[src/rtl/irq_exc_ctrl_pkg.sv]
// Shared definitions for the interrupt/exception sequencer.
//   - FSM state encoding (IDLE / HANDLER / RESUME)
//   - config register addresses and STATUS bit positions
//   - CAUSE interrupt flag bit
//   - handler vector, used by the PC register and the bench
package irq_exc_ctrl_pkg;

  typedef enum logic [1:0] {
    ST_IDLE    = 2'd0,
    ST_HANDLER = 2'd1,
    ST_RESUME  = 2'd2
  } state_e;

  localparam logic [1:0] CFG_MASK   = 2'd0;
  localparam logic [1:0] CFG_STATUS = 2'd1;
  localparam logic [1:0] CFG_CAUSE  = 2'd2;
  localparam logic [1:0] CFG_SEPC   = 2'd3;

  localparam int STATUS_IE_BIT      = 0;
  localparam int STATUS_DF_BIT      = 1;
  localparam int STATUS_HANDLER_BIT = 2;
  localparam int STATUS_PEND_LSB    = 8;

  localparam int CAUSE_INT_BIT = 7;

  // Width of an interrupt index; enough for up to 8 lines.
  localparam int IDX_W = 3;

  localparam logic [31:0] HANDLER_VEC = 32'h0000_00cc;

endpackage

[src/rtl/irq_exc_ctrl_prio_enc.sv]
// irq_prio_enc: lowest-index-wins priority encoder.
// Ports:
//   req   in  N      request vector
//   valid out 1      any request set
//   idx   out IDX_W  index of the lowest set request (0 when none)
module irq_prio_enc
  import irq_exc_ctrl_pkg::*;
#(
  parameter int N = 4
) (
  input  logic [N-1:0]     req,
  output logic             valid,
  output logic [IDX_W-1:0] idx
);

  // Scan from the top down so the last hit is the lowest index.
  always_comb begin
    valid = |req;
    idx   = '0;
    for (int i = N - 1; i >= 0; i--) begin
      if (req[i]) idx = IDX_W'(i);
    end
  end

endmodule

[src/rtl/irq_exc_ctrl.sv]
// irq_exc_ctrl: interrupt/exception sequencer beside the PC register.
// Latches rising edges on irq into PEND, masks them and, at instruction
// boundaries (pc_write), decides whether the PC is redirected to
// HANDLER_VEC (int_signal). Captures SEPC/CAUSE, tracks ERET/ERETN and
// re-enables interrupts after a one-boundary holdoff.
// Ports:
//   clk, rst        clock, synchronous active-high reset
//   irq             rising-edge sensitive interrupt lines
//   pc_write        instruction boundary
//   pc, npc         committing address / next address
//   exc_req         synchronous exception, exc_code its code
//   eret, eretn     return instructions committing
//   cfg_we/addr/wdata, cfg_rdata   CPU config port (read is combinational)
//   int_signal      single-cycle redirect request (combinational)
//   sepc            saved exception PC
//   state_dbg       current FSM state
// Handshake: there is no valid/ready pair here; every input is qualified
// by pc_write (boundary) or cfg_we (config write) and acts in that cycle.
module irq_exc_ctrl
  import irq_exc_ctrl_pkg::*;
#(
  parameter int NUM_IRQ = 4
) (
  input  logic               clk,
  input  logic               rst,
  input  logic [NUM_IRQ-1:0] irq,
  input  logic               pc_write,
  input  logic [31:0]        pc,
  input  logic [31:0]        npc,
  input  logic               exc_req,
  input  logic [3:0]         exc_code,
  input  logic               eret,
  input  logic               eretn,
  input  logic               cfg_we,
  input  logic [1:0]         cfg_addr,
  input  logic [31:0]        cfg_wdata,
  output logic [31:0]        cfg_rdata,
  output logic               int_signal,
  output logic [31:0]        sepc,
  output state_e             state_dbg
);

  state_e             state_q, state_n;
  logic               ie_q, df_q;
  logic [NUM_IRQ-1:0] mask_q, pend_q, irq_q;
  logic [7:0]         cause_q;
  logic [31:0]        sepc_q;

  logic [NUM_IRQ-1:0] ready, irq_rise, take_clr, pend_w1c;
  logic               win_valid;
  logic [IDX_W-1:0]   win_idx;

  logic               sepc_ld, cause_ld, ie_clr, ie_set, df_set, take_irq;
  logic [31:0]        sepc_val;
  logic [7:0]         cause_val;

  logic               mask_we, status_we, sepc_we;
  logic               unused_cfg_bits;

  assign irq_rise  = irq & ~irq_q;
  assign ready     = pend_q & mask_q;

  assign mask_we   = cfg_we && (cfg_addr == CFG_MASK);
  assign status_we = cfg_we && (cfg_addr == CFG_STATUS);
  assign sepc_we   = cfg_we && (cfg_addr == CFG_SEPC);
  assign pend_w1c  = status_we ? cfg_wdata[STATUS_PEND_LSB +: NUM_IRQ] : '0;
  assign unused_cfg_bits = ^cfg_wdata;

  irq_prio_enc #(.N(NUM_IRQ)) u_prio (
    .req   (ready),
    .valid (win_valid),
    .idx   (win_idx)
  );

  // Next state and the single-cycle redirect decision.
  always_comb begin
    state_n    = state_q;
    int_signal = 1'b0;
    sepc_ld    = 1'b0;
    sepc_val   = pc;
    cause_ld   = 1'b0;
    cause_val  = '0;
    ie_clr     = 1'b0;
    ie_set     = 1'b0;
    df_set     = 1'b0;
    take_irq   = 1'b0;
    case (state_q)
      ST_IDLE, ST_RESUME: begin
        if (pc_write) begin
          if (exc_req) begin
            // Exceptions are taken regardless of IE and beat any irq.
            int_signal = 1'b1;
            sepc_ld    = 1'b1;
            sepc_val   = pc;
            cause_ld   = 1'b1;
            cause_val  = {4'b0000, exc_code};
            ie_clr     = 1'b1;
            state_n    = ST_HANDLER;
          end else if ((state_q == ST_IDLE) && ie_q && win_valid && !eret && !eretn) begin
            // Interrupt returns to the instruction the PC was about to load.
            int_signal = 1'b1;
            take_irq   = 1'b1;
            sepc_ld    = 1'b1;
            sepc_val   = npc;
            cause_ld   = 1'b1;
            cause_val  = {1'b1, 3'b000, 1'b0, win_idx};
            ie_clr     = 1'b1;
            state_n    = ST_HANDLER;
          end else if (state_q == ST_RESUME) begin
            // One instruction of forward progress before interrupts return.
            state_n = ST_IDLE;
          end
        end
      end
      ST_HANDLER: begin
        if (pc_write) begin
          if (eret || eretn) begin
            ie_set  = 1'b1;
            state_n = ST_RESUME;
          end else if (exc_req) begin
            // Double fault: redirect again but keep the original context.
            int_signal = 1'b1;
            df_set     = 1'b1;
          end
        end
      end
      default: state_n = ST_IDLE;
    endcase
  end

  always_comb begin
    for (int i = 0; i < NUM_IRQ; i++) begin
      take_clr[i] = take_irq && (win_idx == IDX_W'(i));
    end
  end

  always_ff @(posedge clk) begin
    // irq_q keeps sampling through reset so a line held high across
    // reset is not seen as a fresh edge afterwards.
    irq_q <= irq;
    if (rst) begin
      state_q <= ST_IDLE;
      ie_q    <= 1'b0;
      df_q    <= 1'b0;
      mask_q  <= '0;
      pend_q  <= '0;
      cause_q <= '0;
      sepc_q  <= '0;
    end else begin
      state_q <= state_n;
      if (mask_we) mask_q <= cfg_wdata[NUM_IRQ-1:0];
      // New edges win over same-cycle clears.
      pend_q <= (pend_q & ~(take_clr | pend_w1c)) | irq_rise;
      // Hardware updates override config writes.
      if (ie_clr)         ie_q <= 1'b0;
      else if (ie_set)    ie_q <= 1'b1;
      else if (status_we) ie_q <= cfg_wdata[STATUS_IE_BIT];
      if (df_set)                                   df_q <= 1'b1;
      else if (status_we && cfg_wdata[STATUS_DF_BIT]) df_q <= 1'b0;
      if (cause_ld) cause_q <= cause_val;
      if (sepc_ld)      sepc_q <= sepc_val;
      else if (sepc_we) sepc_q <= cfg_wdata;
    end
  end

  always_comb begin
    cfg_rdata = '0;
    case (cfg_addr)
      CFG_MASK:   cfg_rdata[NUM_IRQ-1:0] = mask_q;
      CFG_STATUS: begin
        cfg_rdata[STATUS_IE_BIT]      = ie_q;
        cfg_rdata[STATUS_DF_BIT]      = df_q;
        cfg_rdata[STATUS_HANDLER_BIT] = (state_q == ST_HANDLER);
        cfg_rdata[STATUS_PEND_LSB +: NUM_IRQ] = pend_q;
      end
      CFG_CAUSE:  cfg_rdata[7:0] = cause_q;
      default:    cfg_rdata = sepc_q;
    endcase
  end

  assign sepc      = sepc_q;
  assign state_dbg = state_q;

endmodule

[config.mk]
export PLATFORM = sky130hd
export DESIGN_NAME = irq_exc_ctrl
export DESIGN_NICKNAME = d
export VERILOG_FILES = /design/src/rtl/irq_exc_ctrl_pkg.sv /design/src/rtl/irq_exc_ctrl_prio_enc.sv /design/src/rtl/irq_exc_ctrl.sv
export SDC_FILE = /design/constraint.sdc
export NUM_CORES = 1
export LEC_CHECK = 0
export ABC_AREA = 1
export CAP_MARGIN = 20
export CORE_ASPECT_RATIO = 0.75
export CORE_MARGIN = 1
export CORE_UTILIZATION = 44
export DETAILED_ROUTE_END_ITERATION = 16
export GPL_ROUTABILITY_DRIVEN = 0
export GPL_TIMING_DRIVEN = 0
export PLACE_DENSITY = 0.93
export SLEW_MARGIN = 0
export SYNTH_ARGS = -nofsm -noshare
export SYNTH_HDL_FRONTEND = slang
export SYNTH_SLANG_ARGS = --single-unit
[constraint.sdc]
create_clock -name clk -period 2.6 [get_ports clk]
set_input_delay 0.52 -clock clk [delete_from_list [all_inputs] [get_ports clk]]
set_output_delay 0.52 -clock clk [all_outputs]
set_load 0.01 [all_outputs]
==> results of run 1 <==
## cells in the final DEF (no fill, tap or decap), types with 4 or more instances in the layout
master,instances
inv_2,5
nand3_1,61
nand2_1,109
nand4_1,33
a21oi_1,35
clkdlybuf4s50_1,175
nand3_2,9
o21ai_0,42
clkbuf_8,7
nor2_4,4
buf_2,11
a21oi_2,8
dfxtp_1,53
clkbuf_1,15
nor2_1,41
inv_1,112
## worst register-to-register path: stages, from the launching register on
cell and delay [ps]:
dfxtp_1 360, nand2_1 140, nand2_1 120, inv_1 80
nand2_2 50, nand2_2 90, nand2_1 100, nand2_4 190
buf_2 270, nand3_1 130, nand2_1 120, a21oi_1 50
## metal layers
metal | wire [um] | up-vias
met5 | 0 | -
met4 | 512 | 0
met3 | 1650 | 54
met2 | 6460 | 357
met1 | 5490 | 2191
li1 | - | 2205
## power by group through the flow
stage / combinational, uW / clock (uW) / sequential [uW]
final: 704 / 531 / 909
after detailed placement: 682 / 0 / 925
after CTS: 691 / 524 / 907
after floorplan: 282 / 0 / 939
after global placement: 665 / 0 / 922
after global routing: 756 / 561 / 914
## sequential cells by signal, summed over array words and instances, names as in the netlist
name and count:
sepc 32, ie_q 1, pend_q 4, state_dbg 2, irq_q 4, mask_q 4, cause_q 5, df_q 1
## repair_timing
| item | CTS | global route |
|---|---|---|
| hold endpoints to repair | 0 | 0 |
| pin swaps | 1 | 0 |
| gates cloned | 0 | 0 |
| endpoints found under the setup margin | 33 | 14 |
| setup buffers | 1 | 0 |
| hold buffers | 0 | 0 |
| resized for setup | 14 | 6 |
## logic make-up (layout without fill, tap and decap cells)
kind of cell	Yosys count	after routing	share of synthesized area
buffers and inverters	153	340	0.174
AO/OA/AOI/OAI	101	101	0.164
AND/OR/NAND/NOR	268	268	0.360
flip-flops	53	53	0.301
## per-stage QoR
stage	utilization	power [uW]	hold slack, ps	instance area (um2)	cells
floorplan	-	1220	440	3520	575
global placement	0.722	1590	450	5440	855
detailed placement	0.722	1610	468	5440	855
CTS	0.739	2120	481	5570	863
global route	0.739	2230	508	5570	863
finish	0.739	2140	480	5570	863
## cell type report
class	count	area (um2)
flip-flops and latches	53	1060
repair buffers	180	1790
clock buffers	7	96.3
well taps	101	126
fillers	593	1970
plain buffers	35	178
inverters	117	439
multi-input cells	369	1870
clock inverters	1	5.00
## worst max-delay path by stage
stage                         to  slack, ps  cells after the start   startpoint
floorplan             int_signal        720                      8         eret
global placement      int_signal       -380                     10         eret
detailed placement    int_signal       -420                     10         eret
CTS                 cfg_rdata[7]         90                      5  cfg_addr[1]
global route          int_signal         10                      9        eretn
finish                int_signal         70                      6      exc_req
==> impl_metrics.csv, run 1 <==
group,metric,value,unit
final_layout,antennaDiodeCount,0,
logic_synthesis,synth.yosys.seq_area_share,0.301,
worst_hold_path,hold_path.class,"register to register",
clock_tree,clk_pin_slew,90,ps
clock_tree,htree_levels,2,
logic_synthesis,ys_types,30,
global_routing,grt_pass1_vias,4576,
logic_synthesis,yosys.area.top_type_share,0.301,
floorplanning,ioPinCount,180,
power_and_ir_drop,netSwitchingPower,671,uW
worst_setup_path,cp_num_buf_inv,3,
worst_setup_path,crit_required,2080,ps
global_routing,grt_pass1_wl,21800,um
worst_setup_path,crit_path_end_kind,"output pin",
power_and_ir_drop,peakVddDrop,273,uV
global_routing,grtUsageMet2,0.542,
floorplanning,die_area,8370,um2
logic_synthesis,synthesis.nets,688,
final_layout,areaGrowthSynthToFinish,58.1,%
timing,finalCritPeriodShare,0.973,
timing,finalSetupTns,0,ps
power_and_ir_drop,swShare,0.313,
timing,report.final.hold_viol_count,0,
logic_synthesis,synth_area_leaders,"dfxtp_1 30%, inv_1 12%, nand2_1 12%, nand3_1 8.7%, o21ai_0 6.1%",
clock_tree,cts_num_sinks,53,
worst_setup_path,crit_slowest_cell,"clkdlybuf4s50_1",
drt,routed_wl,14100,um
logic_synthesis,synth_top_flop_cell,"dfxtp_1",
drt,avgRoutedWirePerCell,16.4,um
timing,slew_violations,0,
logic_synthesis,synthTopCellsByCount,"112 x inv_1, 110 x nand2_1, 61 x nand3_1",
logic_synthesis,syn_inst,575,
drt,viasPerCell,5.57,
global_routing,grt_util_all_layers,0.328,
worst_setup_path,rrSetupSlack,810,ps
floorplanning,die_height,79.5,um
timing,worstMarginPinSlew,540,ps
power_and_ir_drop,pwr-share-seq,0.424,
place,place_ws,-422,ps
place,portBuffers,179,
job,maxCapViolations,0,
worst_setup_path,reg2reg_to,"sepc[0]",
run_status,outcome,"finished clean",
logic_synthesis,netlist_area,3520,um2
worst_setup_path,cp.arrival,2010,ps
worst_setup_path,crit_path_cell_trace,"clkdlybuf4s50_1, inv_2, nand2_1, nand2_4, nand2_1, dlygate4sd2_1",
logic_synthesis,syn_avg_cell_area,6.13,um2
drt,drt_iter0_drc,515,
timing,fmax,0.395,GHz
final_layout,nets,874,
worst_hold_path,holdCritStartpoint,"cause_q[7]",
floorplanning,die_x,105,um
clock_tree,cts_tree,"built",
worst_setup_path,path_delay_family,"buffers and inverters",
global_routing,grt_overflow_total,0,
drt,dr.pass1.iters,5,
drt,drc,0,
logic_synthesis,yosysWarnings,0,
worst_setup_path,r2r-start,"mask_q[2]",
power_and_ir_drop,power.internal,1470,uW
logic_synthesis,synth.largest_area_cell,"dfxtp_1",
worst_hold_path,holdPathStages,2,
worst_setup_path,max_stage_delay,510,ps
global_routing,grt_use_met1,0.406,
logic_synthesis,synth-edff-count,0,
clock_tree,worstSkewPairLatency,320,ps
clock_tree,ctsLongestPathBuffers,2,
floorplanning,placementRows,27,
global_routing,met3_usage,0.0808,
worst_setup_path,crit_top_cell,"nand2_1",
global_routing,busiest_layer,"met2",
place,dp.final_hpwl,10700,um
timing,relSlewSlack,0.640,
power_and_ir_drop,p_comb_frac,0.328,
clock_tree,root_buffer,"clkbuf_8",
logic_synthesis,async_flop_share,0,
power_and_ir_drop,p_leak,0.00250,uW
floorplanning,coreArea,7530,um2
power_and_ir_drop,powerDensity,385,nW/um2
timing,grt_setup_unrepaired,"false",
worst_hold_path,hold_end,"cause_q[7]",
logic_synthesis,ys_ff_latch,53,
global_routing,antenna_found_initial,0,
floorplanning,start_util,0.468,
timing,finClkSkew,20.4,ps
timing,layout_min_cycle_time,2530,ps
worst_setup_path,rr_worst_depth,11,
power_and_ir_drop,power.share.clock,0.248,
worst_setup_path,worst_setup_path_start_kind,"input pin",
drt,vias,4807,
logic_synthesis,synthMostInstantiatedCell,"inv_1",
worst_setup_path,path_class,"input pin to output pin",
clock_tree,numCtsBuffers,5,
worst_setup_path,crit_fanout,17,
final_layout,drive_gt1_frac,0.0827,
timing,finalSetupViolations,0,
timing,fin_ws,70.6,ps
global_routing,grt_max_degree,18,
drt,ant_nets,0,
(Power assumes the default switching activity.)
==> inputs of run 2 (changes only) <==
--- a/config.mk
+++ b/config.mk
@@ -6,13 +6,14 @@
 export NUM_CORES = 1
 export LEC_CHECK = 0
 export ABC_AREA = 1
-export CAP_MARGIN = 20
+export CAP_MARGIN = 5
 export CORE_ASPECT_RATIO = 0.75
 export CORE_MARGIN = 1
 export CORE_UTILIZATION = 44
 export DETAILED_ROUTE_END_ITERATION = 16
 export GPL_ROUTABILITY_DRIVEN = 0
 export GPL_TIMING_DRIVEN = 0
+export MAX_ROUTING_LAYER = met4
 export PLACE_DENSITY = 0.93
 export SLEW_MARGIN = 0
 export SYNTH_ARGS = -nofsm -noshare
==> impl_metrics.csv, run 2 (synthesis gave the netlist of run 1 again) <==
group,metric,value,unit
timing,report.final.hold_viol_count,0,
timing,finalSetupViolations,0,
worst_setup_path,crit_required,2080,ps
final_layout,mostFrequentLayoutCells,"175 x clkdlybuf4s50_1, 112 x inv_1, 109 x nand2_1, 61 x nand3_1, 53 x dfxtp_1",
worst_setup_path,reg2reg_to,"pend_q[2]",
floorplanning,coreArea,7530,um2
timing,fmax,0.395,GHz
floorplanning,die_height,79.5,um
timing,slew_violations,0,
floorplanning,ioPinCount,180,
final_layout,final_util,0.739,
worst_setup_path,cp.arrival,2010,ps
worst_hold_path,hold_path.class,"register to register",
global_routing,grt_pass1_vias,4567,
drt,vias,4816,
global_routing,antenna_found_initial,0,
power_and_ir_drop,peakVddDrop,270,uV
clock_tree,worstSkewPairLatency,320,ps
floorplanning,start_util,0.468,
timing,finClkSkew,14.7,ps
floorplanning,placementRows,27,
final_layout,multi_input_area,1870,um2
power_and_ir_drop,fin_total_pwr,2140,uW
floorplanning,die_area,8370,um2
drt,drt_iter0_drc,535,
job,maxCapViolations,0,
clock_tree,cts_num_sinks,53,
drt,viasPerCell,5.58,
worst_setup_path,r2r-start,"mask_q[2]",
worst_setup_path,cp-startpoint,"exc_req",
worst_setup_path,worst_setup_path_start_kind,"input pin",
final_layout,seqCellArea,1060,um2
timing,grt_setup_unrepaired,"false",
global_routing,grt_max_degree,18,
final_layout,final_common_cell,"clkdlybuf4s50_1",
drt,dr.pass1.iters,7,
worst_setup_path,rr_worst_depth,8,
final_layout,areaGrowthSynthToFinish,58.1,%
final_layout,largest_reg_flops,32,
global_routing,grt_pass1_wl,21800,um
place,portBuffers,179,
global_routing,grt_util_all_layers,0.337,
place,dp.final_hpwl,10700,um
final_layout,drive_gt1_frac,0.0827,
timing,finalCritPeriodShare,0.974,
worst_setup_path,path_class,"input pin to output pin",
power_and_ir_drop,powerDensity,385,nW/um2
place,placed_cell_area,5440,um2
clock_tree,root_buffer,"clkbuf_8",
worst_setup_path,crit_end,"int_signal",
global_routing,grt_overflow_total,0,
worst_setup_path,rrSetupSlack,790,ps
timing,relSlewSlack,0.633,
run_status,outcome,"finished clean",
clock_tree,ctsLongestPathBuffers,2,
clock_tree,cts_tree,"built",
final_layout,nets,874,
clock_tree,numCtsBuffers,5,
drt,drc,0,
drt,routed_wl,14100,um
clock_tree,clk_pin_slew,90,ps
floorplanning,die_x,105,um
worst_setup_path,crit_path_end_kind,"output pin",
worst_setup_path,crit_fanout,17,
final_layout,num-fill-cells,593,
final_layout,fin_area,5570,um2
drt,avgRoutedWirePerCell,16.3,um
drt,ant_nets,0,
final_layout,antennaDiodeCount,0,
power_and_ir_drop,p_leak,0.00250,uW
clock_tree,htree_levels,2,
timing,worstMarginPinSlew,550,ps
timing,layout_min_cycle_time,2530,ps
timing,holdWs,481,ps
[run 2: worst min-delay path by stage]
| stage | startpoint | slack [ps] | cells after the start | to |
|---|---|---|---|---|
| finish | cause_q[7] | 480 | 2 | cause_q[7] |
| global placement | cause_q[7] | 450 | 2 | cause_q[7] |
| global route | cause_q[7] | 510 | 2 | cause_q[7] |
| CTS | cause_q[7] | 480 | 2 | cause_q[7] |
| detailed placement | cause_q[7] | 470 | 2 | cause_q[7] |
| floorplan | cause_q[7] | 440 | 2 | cause_q[7] |
[run 2: final cells by class]
type,instances,area share
Sequential cell,53,0.191
Buffer,35,0.0319
Clock buffer,7,0.0173
Inverter,117,0.0789
Multi-Input combinational cell,369,0.336
Timing Repair Buffer,180,0.322
Clock inverter,1,0.000899
Tap cell,101,0.0227
[run 2: through the flow]
stage	worst slack, ps	setup TNS (ps)	cells
3_3_place_gp	-381	-5250	855
6_report	68.8	0	863
5_1_grt	11.6	0	863
4_1_cts	88.1	0	863
3_5_place_dp	-422	-6540	855
2_1_floorplan	719	0	575
[run 2: repair_timing]
item | 4_1_cts | 5_1_grt
setup buffers | 1 | 0
endpoints found under the setup margin | 33 | 14
pin swaps | 1 | 0
resized for setup | 14 | 6
hold buffers | 0 | 0
[run 2: worst max-delay path: stages]
cell,delay (ps)
clkdlybuf4s50_1,520
inv_2,250
nand2_1,140
nand2_4,190
nand2_1,90
dlygate4sd2_1,290
[run 2: metal layers]
layer / up-vias / share of wire / track usage
li1: 2209 / - / -
met1: 2179 / 0.39 / 0.412
met2: 374 / 0.45 / 0.545
met3: 54 / 0.12 / 0.0735
met4: 0 / 0.038 / 0.138
met5: - / 0 / -
[run 2: power by group]
| part | internal (uW) | switching [uW] | leakage, uW |
|---|---|---|---|
| sequential | 870 | 39.5 | 0.000437 |
| combinational | 361 | 343 | 0.00201 |
| clock | 242 | 289 | 0.0000542 |
==> inputs of run 3 (changes only) <==
--- a/config.mk
+++ b/config.mk
@@ -6,10 +6,12 @@
 export NUM_CORES = 1
 export LEC_CHECK = 0
 export ABC_AREA = 1
+export ABC_CLOCK_PERIOD_IN_PS = 2600
 export CAP_MARGIN = 5
 export CORE_ASPECT_RATIO = 0.75
 export CORE_MARGIN = 1
 export CORE_UTILIZATION = 44
+export CTS_CLUSTER_DIAMETER = 80
 export DETAILED_ROUTE_END_ITERATION = 16
 export GPL_ROUTABILITY_DRIVEN = 0
 export GPL_TIMING_DRIVEN = 0
==> results of run 3 <==
Final layout, timing and power as in run 2 (identical DEF).
